File: src/rtl/mips_exc_pkg.sv
// mips_exc_pkg
// Shared definitions for the MIPS32 exception/interrupt controller:
// mode FSM state encoding, Cause register field positions and the
// default assignment of exception source indices.
package mips_exc_pkg;

  typedef enum logic [1:0] {
    ST_USER   = 2'd0,
    ST_KERNEL = 2'd1,
    ST_RETURN = 2'd2
  } exc_state_t;

  // Cause register: winning source index field
  localparam int CAUSE_IDX_LSB = 16;
  localparam int CAUSE_IDX_W   = 5;

  // Default source index names
  localparam int SRC_OVF     = 0;
  localparam int SRC_ERRINST = 1;
  localparam int SRC_TCOVF   = 2;
  localparam int SRC_RXRDY   = 3;
  localparam int SRC_TXRDY   = 4;

endpackage

File: src/rtl/mips_prio_enc.sv
// mips_prio_enc
// Lowest-set-bit priority encoder. Bit 0 has the highest priority.
// Ports:
//   i_vec   in  W   request vector
//   o_idx   out IW  index of the lowest set bit (0 when none set)
//   o_valid out 1   at least one bit of i_vec is set
module mips_prio_enc #(
  parameter int W  = 5,
  parameter int IW = 5
) (
  input  logic [W-1:0]  i_vec,
  output logic [IW-1:0] o_idx,
  output logic          o_valid
);

  // Scan from the top down so the lowest set bit is the last one written.
  always_comb begin
    o_idx   = '0;
    o_valid = 1'b0;
    for (int i = W - 1; i >= 0; i--) begin
      if (i_vec[i]) begin
        o_idx   = IW'(i);
        o_valid = 1'b1;
      end
    end
  end

endmodule

File: src/rtl/mips_exc_ctrl.sv
// mips_exc_ctrl
// Exception/interrupt controller for the 5-stage MIPS32 pipeline: NSRC
// prioritised, maskable sources, user/kernel mode FSM and a controlled
// return path. Drives PC redirect and the IF/ID, ID/EX, EX/MEM flushes.
//
// Build option: EXC_EDGE_LATCH_EN
//   defined   - requests are rising-edge latched into pending bits,
//               cleared when taken (a new edge in the take cycle wins)
//   undefined - requests are level-sensitive, no pending registers
//
// Ports:
//   C, R                      clock, synchronous active-high reset
//   src_req[NSRC]             request lines, bit 0 highest priority
//   mask_wr, mask_wdata[NSRC] mask register write (1 = enabled)
//   pc_if/pc_id/pc_ex[XLEN]   PC of each pipeline stage
//   flushed_id, flushed_ex    stage holds a bubble
//   eret                      handler return jump is in ID
//   irq_take                  redirect to vector and flush this cycle
//   vector[XLEN]              handler entry address
//   epc[XLEN], cause[XLEN]    captured restart PC and cause
//   mask[NSRC]                current mask
//   kernel                    mode is not USER
//
// state     | meaning
// ----------+-------------------------------------------------------
// ST_USER   | user code running, exceptions may be taken
// ST_KERNEL | handler running, exceptions blocked
// ST_RETURN | eret issued, draining kernel PCs out of IF/ID/EX
module mips_exc_ctrl
  import mips_exc_pkg::*;
#(
  parameter int              NSRC       = 5,
  parameter int              XLEN       = 32,
  parameter logic [XLEN-1:0] EXC_VECTOR = 32'h8000_0004,
  parameter logic [XLEN-1:0] RST_PC     = 32'h8000_0000,
  parameter int              KBIT       = 31
) (
  input  logic            C,
  input  logic            R,
  input  logic [NSRC-1:0] src_req,
  input  logic            mask_wr,
  input  logic [NSRC-1:0] mask_wdata,
  input  logic [XLEN-1:0] pc_if,
  input  logic [XLEN-1:0] pc_id,
  input  logic [XLEN-1:0] pc_ex,
  input  logic            flushed_id,
  input  logic            flushed_ex,
  input  logic            eret,
  output logic            irq_take,
  output logic [XLEN-1:0] vector,
  output logic [XLEN-1:0] epc,
  output logic [XLEN-1:0] cause,
  output logic [NSRC-1:0] mask,
  output logic            kernel
);

  exc_state_t             r_state;
  logic                   r_kernel;
  logic [XLEN-1:0]        r_epc;
  logic [XLEN-1:0]        r_cause;
  logic [NSRC-1:0]        r_mask;

  logic [NSRC-1:0]        w_pend;
  logic [NSRC-1:0]        w_req;
  logic [CAUSE_IDX_W-1:0] w_idx;
  logic                   w_valid;
  logic                   w_kpc;
  logic [XLEN-1:0]        w_epc_sel;
  logic [XLEN-1:0]        w_cause_new;

`ifdef EXC_EDGE_LATCH_EN
  logic [NSRC-1:0] r_src_d;
  logic [NSRC-1:0] r_pend;

  // r_src_d tracks src_req even during reset so a level held across
  // reset is not mistaken for a fresh edge. Set wins over clear.
  always_ff @(posedge C) begin
    r_src_d <= src_req;
    if (R) r_pend <= '0;
    else   r_pend <= (r_pend & ~(w_req & {NSRC{irq_take}})) | (src_req & ~r_src_d);
  end

  assign w_pend = r_pend;
`else
  assign w_pend = src_req;
`endif

  assign w_req = w_pend & r_mask;

  mips_prio_enc #(
    .W  (NSRC),
    .IW (CAUSE_IDX_W)
  ) u_prio_enc (
    .i_vec   (w_req),
    .o_idx   (w_idx),
    .o_valid (w_valid)
  );

  // Any stage still holding a kernel-space PC blocks a take.
  assign w_kpc    = pc_if[KBIT] | pc_id[KBIT] | pc_ex[KBIT];
  assign irq_take = w_valid & (r_state != ST_KERNEL) & ~w_kpc & ~R;

  // Restart from the oldest stage that holds a real instruction.
  assign w_epc_sel = ~flushed_ex ? pc_ex : (~flushed_id ? pc_id : pc_if);

  always_comb begin
    w_cause_new                                  = '0;
    w_cause_new[NSRC-1:0]                        = w_req;
    w_cause_new[CAUSE_IDX_LSB +: CAUSE_IDX_W]    = w_idx;
  end

  always_ff @(posedge C) begin
    if (R) begin
      r_state  <= ST_USER;
      r_kernel <= 1'b0;
      r_epc    <= RST_PC;
      r_cause  <= '0;
      r_mask   <= '1;
    end else begin
      if (mask_wr) r_mask <= mask_wdata;
      if (irq_take) begin
        r_epc   <= w_epc_sel;
        r_cause <= w_cause_new;
      end
      unique case (r_state)
        ST_USER: begin
          if (irq_take) begin
            r_state  <= ST_KERNEL;
            r_kernel <= 1'b1;
          end
        end
        ST_KERNEL: begin
          if (eret) r_state <= ST_RETURN;
        end
        ST_RETURN: begin
          // A take while draining re-enters the handler directly.
          if (irq_take) begin
            r_state <= ST_KERNEL;
          end else if (~w_kpc) begin
            r_state  <= ST_USER;
            r_kernel <= 1'b0;
          end
        end
        default: begin
          r_state  <= ST_USER;
          r_kernel <= 1'b0;
        end
      endcase
    end
  end

  assign vector = EXC_VECTOR;
  assign epc    = r_epc;
  assign cause  = r_cause;
  assign mask   = r_mask;
  assign kernel = r_kernel;

endmodule

File: config.mk
export PLATFORM = sky130hd
export DESIGN_NAME = mips_exc_ctrl
export DESIGN_NICKNAME = d
export VERILOG_FILES = /design/src/rtl/mips_exc_pkg.sv /design/src/rtl/mips_prio_enc.sv /design/src/rtl/mips_exc_ctrl.sv
export SDC_FILE = /design/constraint.sdc
export NUM_CORES = 1
export LEC_CHECK = 0
export ABC_CLOCK_PERIOD_IN_PS = 2670
export CAP_MARGIN = 20
export CORE_AREA = 2 2 95 97
export DETAILED_ROUTE_END_ITERATION = 6
export DIE_AREA = 0 0 97 99
export PLACE_DENSITY = 0.83
export SLEW_MARGIN = 20
export SYNTH_ARGS = -nofsm -noshare
export SYNTH_HDL_FRONTEND = slang
export SYNTH_HIERARCHICAL = 1
export SYNTH_SLANG_ARGS = --single-unit
File: constraint.sdc
create_clock -name C -period 2.67 [get_ports C]
set_input_delay 0.267 -clock C [delete_from_list [all_inputs] [get_ports C]]
set_output_delay 0.267 -clock C [all_outputs]
set_load 0.05 [all_outputs]
==> key figures <==
Power and ir drop
  – Peak supply drop: 0.000264 V
  – Switching Fraction: 34.8%
  – Logic pwr share: 35.1%
  – Clock power frac: between 20 and 30%
  – Switch Pwr: between 0.7 and 0.8 mW
  – Reg power frac: 38.0%
  – Cell Pwr Density: 426 nW/um^2
  – Int Pwr: 1.36 mW
  – Pleak: 1.90 nW

Critical path
  – R2r endpoint: epc[9]
  – CP Class: in -> out
  – Startpoint types: input port
  – Worst Path Arrival: 1.95 ns
  – Worst R2R Setup Slack: 0.76 ns
  – WP buf/inv: 4
  – RR Startpoint: mask[3]
  – Cell mode on critical path: inv_1
  – Crit path max-delay family: simple AND/OR/NAND/NOR gates
  – Highest-delay cell along the critical path: or4_4
  – Max stage delay on crit path: 0.53 ns
  – CP cell instances: clkdlybuf4s50_1 -> and2_1 -> nor4_2 -> nand2b_1 -> inv_1 -> or4_4 -> inv_1 -> buf_12
  – Crit path capture type: output pin
  – WP data required: 2.40 ns
  – CP max FO: 4
  – R2r worst-path depth: 7

Global routing
  – Total track usage: 16.4%
  – Largest net degree at the start of global routing: between 50 and 60
  – Vias in the first global route: ~2700
  – First-pass GRT wire length: 13300 um
  – Initial antenna violation count: 0
  – Grt ovf: 0

Routing
  – Initial DRC count: 29
  – Drt pass-1 iters: 4
  – DRC Markers: 0
  – Final ANT Viol Nets: 0
  – Avg WL per Cell: 14.2 um
  – Via count: 2761
  – DR vias/cell: 4.70
  – Routed Wire Length: between 8000 and 9000 um

Placed design
  – Input/output buffers: 160
  – Placed Area: about 4800 sq um
  – Detailed Place HPWL: 6490 um
  – Global placer's final weighted congestion: around 0.79
  – Setup WS pre-CTS: approximately 0.36 ns

Floorplanning
  – FP Rows: 34
  – Initial core utilization: 38.9%
  – Core area: between 8000 and 9000 sq um
  – Die Y: between 90 and 100 um
  – Top-level port count: 215
  – Die Width: 97 um
  – Die ar.: 9600 sq um

Timing
  – Setup TNS: 0 ns
  – Max-slew headroom: 37.4%
  – Minimum clock period: around 2.2 ns
  – Worst-margin pin slew: 0.939 ns
  – Hold Vio Cnt, Final: 0
  – Tcrit/Tclk final: 83.2%
  – Max-slew violation count: 0
  – Setup ws final: 0.449 ns
  – Worst Clk Skew: 0.0134 ns
  – # setup viols final: 0
  – RSZ-0062 raised after global routing: no
  – Fmax achieved: 450 MHz

Worst hold path
  – Worst Hold End: epc[31]
  – Hold path depth: 1
  – Min-delay src: epc[31]
  – Worst Hold Class: reg -> reg

Yosys
  – Most used DFF post-synth: dfxtp_1
  – Sequential area share after synthesis: 30.1%
  – Synth cell types: 29
  – Post-synth top area share: 30.1%
  – #FFs+latches synth: 50
  – Number of flops mapped to enable cells by yosys: 0
  – Synth area leader: dfxtp_1
  – Cell with the most instances after synthesis: buf_4
  – Commonest cells in the netlist: 56 x buf_4, 50 x dfxtp_1, 38 x nor2b_1
  – Mean Syn Cell Area: 10.1 sq um
  – Post-Synthesis Cells: roughly 330
  – Asr flop ratio synth: 0%
  – Yosys warns: 6
  – Post-Syn Area: 3330 sq um
  – Dominant cells by area after synthesis: dfxtp_1 30%, o2bb2ai_2 13%, buf_4 13%, mux2_2 10%, mux2i_1 9.3%

Clocking
  – CTS Buffer Depth: 2
  – H-tree levels: 2
  – CTS-repair resized insts: 0
  – Hold Buf Count CTS: 0
  – Clk_lat worst skew: between 0.3 and 0.4 ns
  – TritonCTS Sinks: 50
  – Clock-pin slew on the worst setup and hold paths: approximately 0.090 ns
  – CTS root buffer: clkbuf_8
  – Post-CTS setup buffer count: 0
  – CTS tree: yes
  – Total CTS buffers: 5

Run
  – Max cap viols: 0

Layout
  – Final instance area: 4910 sq um
  – Fraction of layout cells with a size suffix above 1: 17.5%
  – Diode count: 0
  – Area of the multi-input gates: 1970 sq um
  – Area growth, synth to finish: 47.4%
  – Fill count: 731
  – Sequential Area: 1000 sq um
  – Nets@finish: 590

Status
  – Status: completed
## how the worst max path moves through the flow
| stage | start | to | slack [ns] | cells after the start |
|---|---|---|---|---|
| floorplan | mask[1] | irq_take | 0.17 | 8 |
| global placement | pc_id[31] | epc[9] | 0.46 | 5 |
| detailed placement | src_req[0] | epc[9] | 0.36 | 8 |
| CTS | src_req[0] | irq_take | 0.43 | 8 |
| global route | src_req[0] | irq_take | 0.34 | 8 |
| finish | src_req[0] | irq_take | 0.45 | 8 |
## cells in the final DEF, fill, tap and decap left out
master	count
nand3_2	1
nor4_2	1
nand3b_1	1
o2bb2ai_1	2
clkbuf_8	5
mux2i_1	31
a21oi_1	13
inv_6	2
a2bb2oi_1	1
or3_4	1
o21ai_0	1
a21o_1	1
nor2b_1	38
mux2_2	31
buf_4	9
buf_12	1
nor2_1	2
nor3b_1	1
nand4_1	10
or4_4	1
bufinv_16	1
conb_1	56
dfxtp_1	50
clkdlybuf4s50_1	157
and2_1	6
nor3_1	2
o2bb2ai_2	29
inv_1	3
buf_2	2
o31ai_1	11
nand2b_1	3
nand2_1	1
a211o_1	5
## registers in the layout (all words and copies together) (netlist names)
register / flops
kernel: 1
mask: 5
epc: 32
cause: 10
r_state: 2
## layout make-up
class,instances,share of cell area (%)
Multi-Input combinational cell,249,40.2
Timing Repair Buffer,169,34.0
Sequential cell,50,20.4
Tap cell,108,2.75
Clock buffer,5,1.40
Clock inverter,3,0.969
Inverter,3,0.230
## routing by layer
layer,track usage [%],up-vias,wire (um)
met4,4.23,0,101
met5,0,-,0
met3,4.61,8,661
met1,19.4,1266,3300
li1,-,1358,-
met2,29.5,129,4280
## worst register-to-register path, delay by kind of cell, from the launching register on
kind	cells	cell delay, ns
AND/OR/NAND/NOR	4	0.89
flip-flops	1	0.38
buffers and inverters	2	0.34
AO/OA/AOI/OAI	1	0.22
## power by group through the flow
stage / combinational, mW / clock, mW / sequential (mW)
after floorplan: 0.431 / 0 / 0.918
after global placement: 0.727 / 0 / 0.812
after detailed placement: 0.738 / 0 / 0.812
after CTS: 0.739 / 0.585 / 0.796
after global routing: 0.775 / 0.604 / 0.800
final: 0.734 / 0.562 / 0.796
## logic make-up after synthesis
logic type | Yosys count | share of synthesized area [%]
buffers and inverters | 85 | 16.8
AND/OR/NAND/NOR | 68 | 13.0
AO/OA/AOI/OAI | 63 | 20.0
multiplexers | 62 | 19.8
flip-flops | 50 | 30.1
other | 3 | 0.338
## stage by stage
stage / power, mW / hold slack (ns) / util, % / cells
2_1_floorplan: 1.35 / 0.385 / - / 384
6_report: 2.09 / 0.464 / 57.4 / 587
5_1_grt: 2.18 / 0.472 / 57.4 / 587
3_3_place_gp: 1.54 / 0.436 / 56.0 / 579
4_1_cts: 2.12 / 0.467 / 57.4 / 587
3_5_place_dp: 1.55 / 0.445 / 56.0 / 579
(Power assumes the default switching activity.)
